File: src/rtl/cobertura_motor_pkg.sv
// cobertura_motor shared types: FSM states, travel direction, output bundle.
// Also holds the registered-output decode used by the top.
package cobertura_motor_pkg;

    typedef enum logic [2:0] {
        PARADO   = 3'd0,
        MORTO    = 3'd1,
        ABRINDO  = 3'd2,
        FECHANDO = 3'd3,
        FALHA    = 3'd4
    } estado_t;

    typedef enum logic {
        ABRE  = 1'b0,
        FECHA = 1'b1
    } dir_t;

    typedef struct packed {
        logic motor_abre;
        logic motor_fecha;
        logic em_movimento;
        logic falha;
    } saidas_t;

    function automatic saidas_t decodifica(estado_t e);
        saidas_t s;
        s.motor_abre   = (e == ABRINDO);
        s.motor_fecha  = (e == FECHANDO);
        s.em_movimento = (e == ABRINDO) || (e == FECHANDO);
        s.falha        = (e == FALHA);
        return s;
    endfunction

endpackage

File: src/rtl/cobertura_motor_if.sv
// Command, limit-switch and motor-drive bundle between cobertura and the motor.
// master drives commands/switches, slave is the motor driver.
interface cobertura_motor_if;

    logic abrir;
    logic fechar;
    logic fim_aberta;
    logic fim_fechada;
    logic limpa;
    logic motor_abre;
    logic motor_fecha;
    logic em_movimento;
    logic falha;

    modport master (
        output abrir,
        output fechar,
        output fim_aberta,
        output fim_fechada,
        output limpa,
        input  motor_abre,
        input  motor_fecha,
        input  em_movimento,
        input  falha
    );

    modport slave (
        input  abrir,
        input  fechar,
        input  fim_aberta,
        input  fim_fechada,
        input  limpa,
        output motor_abre,
        output motor_fecha,
        output em_movimento,
        output falha
    );

endinterface

File: src/rtl/cobertura_motor_sinc2.sv
// Two-flop synchronizer for an asynchronous limit switch.
// Clears to 0 on reset.
module cobertura_motor_sinc2 (
    input  logic clk,
    input  logic rst_n,
    input  logic d,
    output logic q
);

    logic meta;

    always_ff @(posedge clk or negedge rst_n) begin
        if (!rst_n) begin
            meta <= 1'b0;
            q    <= 1'b0;
        end else begin
            meta <= d;
            q    <= meta;
        end
    end

endmodule

File: src/rtl/cobertura_motor.sv
// Reversible roof-motor driver: dead time, limit stop, travel timeout, fault latch.
// Close requests win over open requests so rain always shuts the roof.
module cobertura_motor
    import cobertura_motor_pkg::*;
#(
    parameter int T_MORTO  = 4,
    parameter int T_LIMITE = 1000,
    parameter int W_CNT    = 16
) (
    input logic              clk,
    input logic              rst_n,
    cobertura_motor_if.slave bus
);

    localparam logic [W_CNT-1:0] ULT_MORTO  = W_CNT'(T_MORTO - 1);
    localparam logic [W_CNT-1:0] ULT_LIMITE = W_CNT'(T_LIMITE - 1);
    localparam logic [W_CNT-1:0] CNT_MAX    = '1;
    localparam logic [W_CNT-1:0] UM         = W_CNT'(1);

    logic fa_s;
    logic ff_s;

    estado_t          est;
    estado_t          est_nxt;
    dir_t             dir;
    dir_t             dir_nxt;
    logic [W_CNT-1:0] cnt;
    logic [W_CNT-1:0] cnt_nxt;
    logic [W_CNT-1:0] cnt_inc;
    saidas_t          sai_q;
    saidas_t          sai_nxt;

    logic pede_fecha;
    logic pede_abre;
    logic incoerente;

    cobertura_motor_sinc2 u_sinc_fa (
        .clk   (clk),
        .rst_n (rst_n),
        .d     (bus.fim_aberta),
        .q     (fa_s)
    );

    cobertura_motor_sinc2 u_sinc_ff (
        .clk   (clk),
        .rst_n (rst_n),
        .d     (bus.fim_fechada),
        .q     (ff_s)
    );

    assign pede_fecha = bus.fechar & ~ff_s;
    assign pede_abre  = ~pede_fecha & bus.abrir & ~fa_s;
    assign incoerente = fa_s & ff_s;
    assign cnt_inc    = (cnt == CNT_MAX) ? cnt : cnt + UM;

    always_ff @(posedge clk or negedge rst_n) begin
        if (!rst_n) begin
            est   <= PARADO;
            dir   <= ABRE;
            cnt   <= '0;
            sai_q <= '0;
        end else begin
            est   <= est_nxt;
            dir   <= dir_nxt;
            cnt   <= cnt_nxt;
            sai_q <= sai_nxt;
        end
    end

    always_comb begin
        est_nxt = est;
        dir_nxt = dir;
        cnt_nxt = cnt_inc;
        if (incoerente) begin
            est_nxt = FALHA;
            cnt_nxt = '0;
        end else begin
            unique case (est)
                PARADO: begin
                    cnt_nxt = '0;
                    if (pede_fecha) begin
                        est_nxt = MORTO;
                        dir_nxt = FECHA;
                    end else if (pede_abre) begin
                        est_nxt = MORTO;
                        dir_nxt = ABRE;
                    end
                end
                MORTO: begin
                    if (cnt == ULT_MORTO) begin
                        cnt_nxt = '0;
                        if (pede_fecha) begin
                            est_nxt = FECHANDO;
                            dir_nxt = FECHA;
                        end else if (pede_abre) begin
                            est_nxt = ABRINDO;
                            dir_nxt = ABRE;
                        end else begin
                            est_nxt = PARADO;
                        end
                    end
                end
                ABRINDO: begin
                    if (fa_s) begin
                        est_nxt = PARADO;
                        cnt_nxt = '0;
                    end else if (pede_fecha) begin
                        est_nxt = MORTO;
                        dir_nxt = FECHA;
                        cnt_nxt = '0;
                    end else if (!bus.abrir) begin
                        est_nxt = PARADO;
                        cnt_nxt = '0;
                    end else if (cnt == ULT_LIMITE) begin
                        est_nxt = FALHA;
                        cnt_nxt = '0;
                    end
                end
                FECHANDO: begin
                    // open can only reverse once fechar has dropped
                    if (ff_s) begin
                        est_nxt = PARADO;
                        cnt_nxt = '0;
                    end else if (!bus.fechar) begin
                        cnt_nxt = '0;
                        if (pede_abre) begin
                            est_nxt = MORTO;
                            dir_nxt = ABRE;
                        end else begin
                            est_nxt = PARADO;
                        end
                    end else if (cnt == ULT_LIMITE) begin
                        est_nxt = FALHA;
                        cnt_nxt = '0;
                    end
                end
                FALHA: begin
                    cnt_nxt = '0;
                    if (bus.limpa) begin
                        est_nxt = PARADO;
                    end
                end
                default: begin
                    est_nxt = PARADO;
                    cnt_nxt = '0;
                end
            endcase
        end
    end

    always_comb begin
        sai_nxt = decodifica(est_nxt);
    end

    assign bus.motor_abre   = sai_q.motor_abre;
    assign bus.motor_fecha  = sai_q.motor_fecha;
    assign bus.em_movimento = sai_q.em_movimento;
    assign bus.falha        = sai_q.falha;

endmodule

File: src/flat_wrapper.sv
// flat-port wrapper written by rule: the top's interface ports become plain ports
module cobertura_motor_flat import cobertura_motor_pkg::*;
#(
    parameter int T_MORTO  = 4,
    parameter int T_LIMITE = 1000,
    parameter int W_CNT    = 16
)
  (clk, rst_n, bus_abrir, bus_fechar, bus_fim_aberta, bus_fim_fechada, bus_limpa, bus_motor_abre, bus_motor_fecha, bus_em_movimento, bus_falha);
  cobertura_motor_if bus_i ();
  input logic clk;
  input logic rst_n;
  input wire logic [$bits(bus_i.abrir)-1:0] bus_abrir;
  input wire logic [$bits(bus_i.fechar)-1:0] bus_fechar;
  input wire logic [$bits(bus_i.fim_aberta)-1:0] bus_fim_aberta;
  input wire logic [$bits(bus_i.fim_fechada)-1:0] bus_fim_fechada;
  input wire logic [$bits(bus_i.limpa)-1:0] bus_limpa;
  output wire logic [$bits(bus_i.motor_abre)-1:0] bus_motor_abre;
  output wire logic [$bits(bus_i.motor_fecha)-1:0] bus_motor_fecha;
  output wire logic [$bits(bus_i.em_movimento)-1:0] bus_em_movimento;
  output wire logic [$bits(bus_i.falha)-1:0] bus_falha;
  assign bus_i.abrir = bus_abrir;
  assign bus_i.fechar = bus_fechar;
  assign bus_i.fim_aberta = bus_fim_aberta;
  assign bus_i.fim_fechada = bus_fim_fechada;
  assign bus_i.limpa = bus_limpa;
  assign bus_motor_abre = bus_i.motor_abre;
  assign bus_motor_fecha = bus_i.motor_fecha;
  assign bus_em_movimento = bus_i.em_movimento;
  assign bus_falha = bus_i.falha;
  cobertura_motor #(.T_MORTO(T_MORTO), .T_LIMITE(T_LIMITE), .W_CNT(W_CNT)) u_core (.clk(clk), .rst_n(rst_n), .bus(bus_i));
endmodule
File: config.mk
export PLATFORM = sky130hd
export DESIGN_NAME = cobertura_motor_flat
export DESIGN_NICKNAME = d
export VERILOG_FILES = /design/src/rtl/cobertura_motor_pkg.sv /design/src/rtl/cobertura_motor_if.sv /design/src/rtl/cobertura_motor_sinc2.sv /design/src/rtl/cobertura_motor.sv /design/src/flat_wrapper.sv
export SDC_FILE = /design/constraint.sdc
export NUM_CORES = 1
export LEC_CHECK = 0
export CORE_ASPECT_RATIO = 1.2
export CORE_MARGIN = 3
export CORE_UTILIZATION = 35
export DETAILED_ROUTE_END_ITERATION = 8
export PLACE_DENSITY = 0.52
export SETUP_SLACK_MARGIN = 0.5
export SYNTH_ARGS = -nofsm -noshare
export SYNTH_HDL_FRONTEND = slang
export SYNTH_HIERARCHICAL = 1
export SYNTH_SLANG_ARGS = --single-unit
File: constraint.sdc
create_clock -name clk -period 2.42 [get_ports clk]
set_clock_uncertainty 0.2 [all_clocks]
set_input_delay 0.605 -clock clk [delete_from_list [all_inputs] [get_ports clk]]
set_output_delay 0.605 -clock clk [all_outputs]
set_load 0.005 [all_outputs]
==> reports/results.ini <==
[setup_path]
path_class=reg2reg
cp-start-kind=register
rrSetupSlack_ns=0.44
cp_max_fo=7
r2r_cells=5
crit_required_ns=2.41
r2r_end=u_core/cnt[8]
timing.rr.start=u_core/cnt[11]
worstPathArrival_ns=1.98
endpoint_kind=register

[routing]
ant_nets=0
dr_total_vias=1414
wl_per_cell_um=16.8
wl_um=4150
viasPerCell=5.72
drtPass1Iterations=6
drtIter0Drc=61
drc=0

[hold_path]
holdCritStartpoint=u_core/u_sinc_fa/meta
worstHoldEndpoint=u_core/u_sinc_fa/q
hp-class=reg2reg
whs_path_depth=0

[clock_network]
cts_tree=built
cts_buffers=3
ctsLongestPathBuffers=2
clock_sinks=27
cts_root_buf=clkbuf_8
htreeDepth=1
clock_latency_ns=0.27
cts.clk_slew.worst_paths_ns=0.09

[final_layout]
area_delta_synth_final_pct=40.9
layout-drive-gt1-share_pct=44.6
fin_nets=202
fillerInstances=362
num_antenna_cells=0
final_util_pct=53.4

[global_routing]
grt_pass1_vias=1403
grt-ovfl-total=0
track_usage_pct=16.1
gr-usage-met3_pct=1.41
grt_max_degree=28
grt_use_met2_pct=30.1
grt_busiest_layer=met2
use_met1_pct=19.6
grt_first_pass_wirelength_um=6690
antenna_found_initial=0

[place]
gp_congestion=0.756
detailed_place_hpwl_um=2570
port_buffers=10

[die]
num_rows=25
fp.dieH_um=79.0
die_w_um=66.8
dieArea_sq_um=5280
core-area_sq_um=4100
io_pins=11
start_util_pct=37.9

[power]
fin_total_pwr_mw=0.873
max-vdd-ir-drop_v=0.000181
power.leakage_nw=0.894
power_density_nw_per_um2=399

[sta]
max_clock_freq_ghz=0.504
relSlewSlack_pct=72.0
setup_violations=0
fin_crit_ns=1.98
rsz0062_at_grt=true
finalHoldViolCount=0
tightest_slew_ns=0.415
layout_worst_path_cycle_share_pct=82.0
slew_violations=0

[logic_synthesis]
avgSynthCellArea_sq_um=10.2
synth_edf_count=0
synth_nets=160
ys_top_cells_by_area=dfrtp_1, a211oi_2, nand4_1, nor4_1, or4_1
synth_area_sq_um=1550
ys_seq_area_share_pct=43.5
synth_top_cell_area_share_pct=43.5
ys_ff_latch=27
ys_async_sr_fraction_pct=100
synthAdderAreaFrac_pct=0.805
synth_cell_types=52
synthSimpleGateAreaFrac_pct=26.7
synth_top_area_cell=dfrtp_1
synthMuxAreaShare_pct=1.93
ys_warn_count=6
synthFlopType=dfrtp_1
synth_xor_area_share_pct=1.13
synth_top_family_by_area=simple AND/OR/NAND/NOR gates
synth_compound_area_share_pct=20.6
synth_cells=152

[flow_run]
maxCapViolations=0

[run_status]
status=complete, no violations

registers in the layout (all words and copies together) (netlist names):
name,count
u_core/bus.falha,1
u_core/est,3
u_core/u_sinc_ff/q,1
u_core/cnt,16
u_core/u_sinc_fa/meta,1
u_core/bus.motor_abre,1
u_core/bus.motor_fecha,1
u_core/u_sinc_ff/meta,1
u_core/bus.em_movimento,1
u_core/u_sinc_fa/q,1
layout make-up:
type,instances,area (sq um),share of cell area (%)
repair buffers,44,397,18.1
multi-input cells,109,957,43.7
well taps,54,67.6,3.09
flip-flops and latches,27,689,31.5
clock buffers,4,45.0,2.06
inverters,9,33.8,1.54
layout by cell type (no fill, tap or decap), drive strengths merged, types with 3 or more instances in the layout:
cell and count:
a211oi 9, buf 33, clkbuf 5, clkdlybuf4s50 4, dfrtp 27, dlymetal6s2s 4
inv 9, mux2i 3, nand2 8, nand2b 3, nand3 6, nand4 7
nor2b 3, nor3 5, nor3b 4, nor4 9, o21ai 9, o31ai 3
or3 4, or4 5
logic make-up (layout without fill, tap and decap cells):
family | after synthesis | after routing
compound gates | 39 | 39
simple gates | 64 | 64
mux | 3 | 3
flops | 27 | 27
buf+inv | 16 | 57
fa+ha+maj | 1 | 1
xor+xnor | 2 | 2
metal layers:
layer	vias up	routed length (um)
li1	675	-
met1	710	1700
met2	25	2300
met3	4	101
met4	0	36
met5	-	0
per-stage QoR:
stage	cell area (sq um)	setup WS (ns)	setup TNS [ns]	std cells	hold slack, ns
after floorplan	1560	0.513	0	152	0.109
after global placement	1810	-0.308	-4.32	226	0.133
after detailed placement	1810	-0.342	-4.77	226	0.135
after CTS	2020	0.476	0	237	0.156
after global routing	2190	0.374	0	247	0.178
final	2190	0.435	0	247	0.154
cells in the mapped netlist (all sizes together), types with 2 or more instances:
cell,count
o21ai,9
nor4,9
nand4,7
nor4bb,2
buf,6
or4,5
o21a,2
a2111oi,2
nand3,6
nor3,5
a211oi,9
o31ai,3
nor2b,3
nor3b,4
dfrtp,27
or3,4
inv,9
a21oi,2
mux2i,3
nand2,8
or2,2
a31oi,2
nor2,2
nand2b,3
how the worst max path moves through the flow:
stage / slack, ns / from / to / cells after the start
3_5_place_dp: -0.34 / bus_abrir / u_core/cnt[4] / 5
4_1_cts: 0.48 / u_core/cnt[9] / u_core/cnt[7] / 6
3_3_place_gp: -0.31 / bus_abrir / u_core/cnt[14] / 5
2_1_floorplan: 0.51 / u_core/cnt[11] / u_core/cnt[1] / 6
5_1_grt: 0.37 / u_core/cnt[6] / u_core/cnt[1] / 6
6_report: 0.44 / u_core/cnt[11] / u_core/cnt[8] / 5
where the power goes:
| group | leakage, nW | internal [mW] | switching (mW) | total, mW |
|---|---|---|---|---|
| logic | 0.525 | 0.0629 | 0.0732 | 0.136 |
| clock network | 0.0228 | 0.118 | 0.140 | 0.258 |
| registers | 0.346 | 0.462 | 0.0168 | 0.478 |
| total | 0.894 | 0.643 | 0.230 | 0.873 |
what timing repair did:
action,4_1_cts,5_1_grt
gates resized for setup,24,28
setup buffers,6,9
pin swaps,9,10
setup endpoints to repair,21,22
hold buffers,0,0
hold endpoints to repair,0,0
cloned,1,1
critical path: stages, from the launching register on:
cell and delay, ns:
dfrtp_1 0.39, buf_4 0.17, nand4_1 0.18, or4_1 0.51, a41o_1 0.28, a211oi_2 0.17
Power figures use the tool's default switching activity.
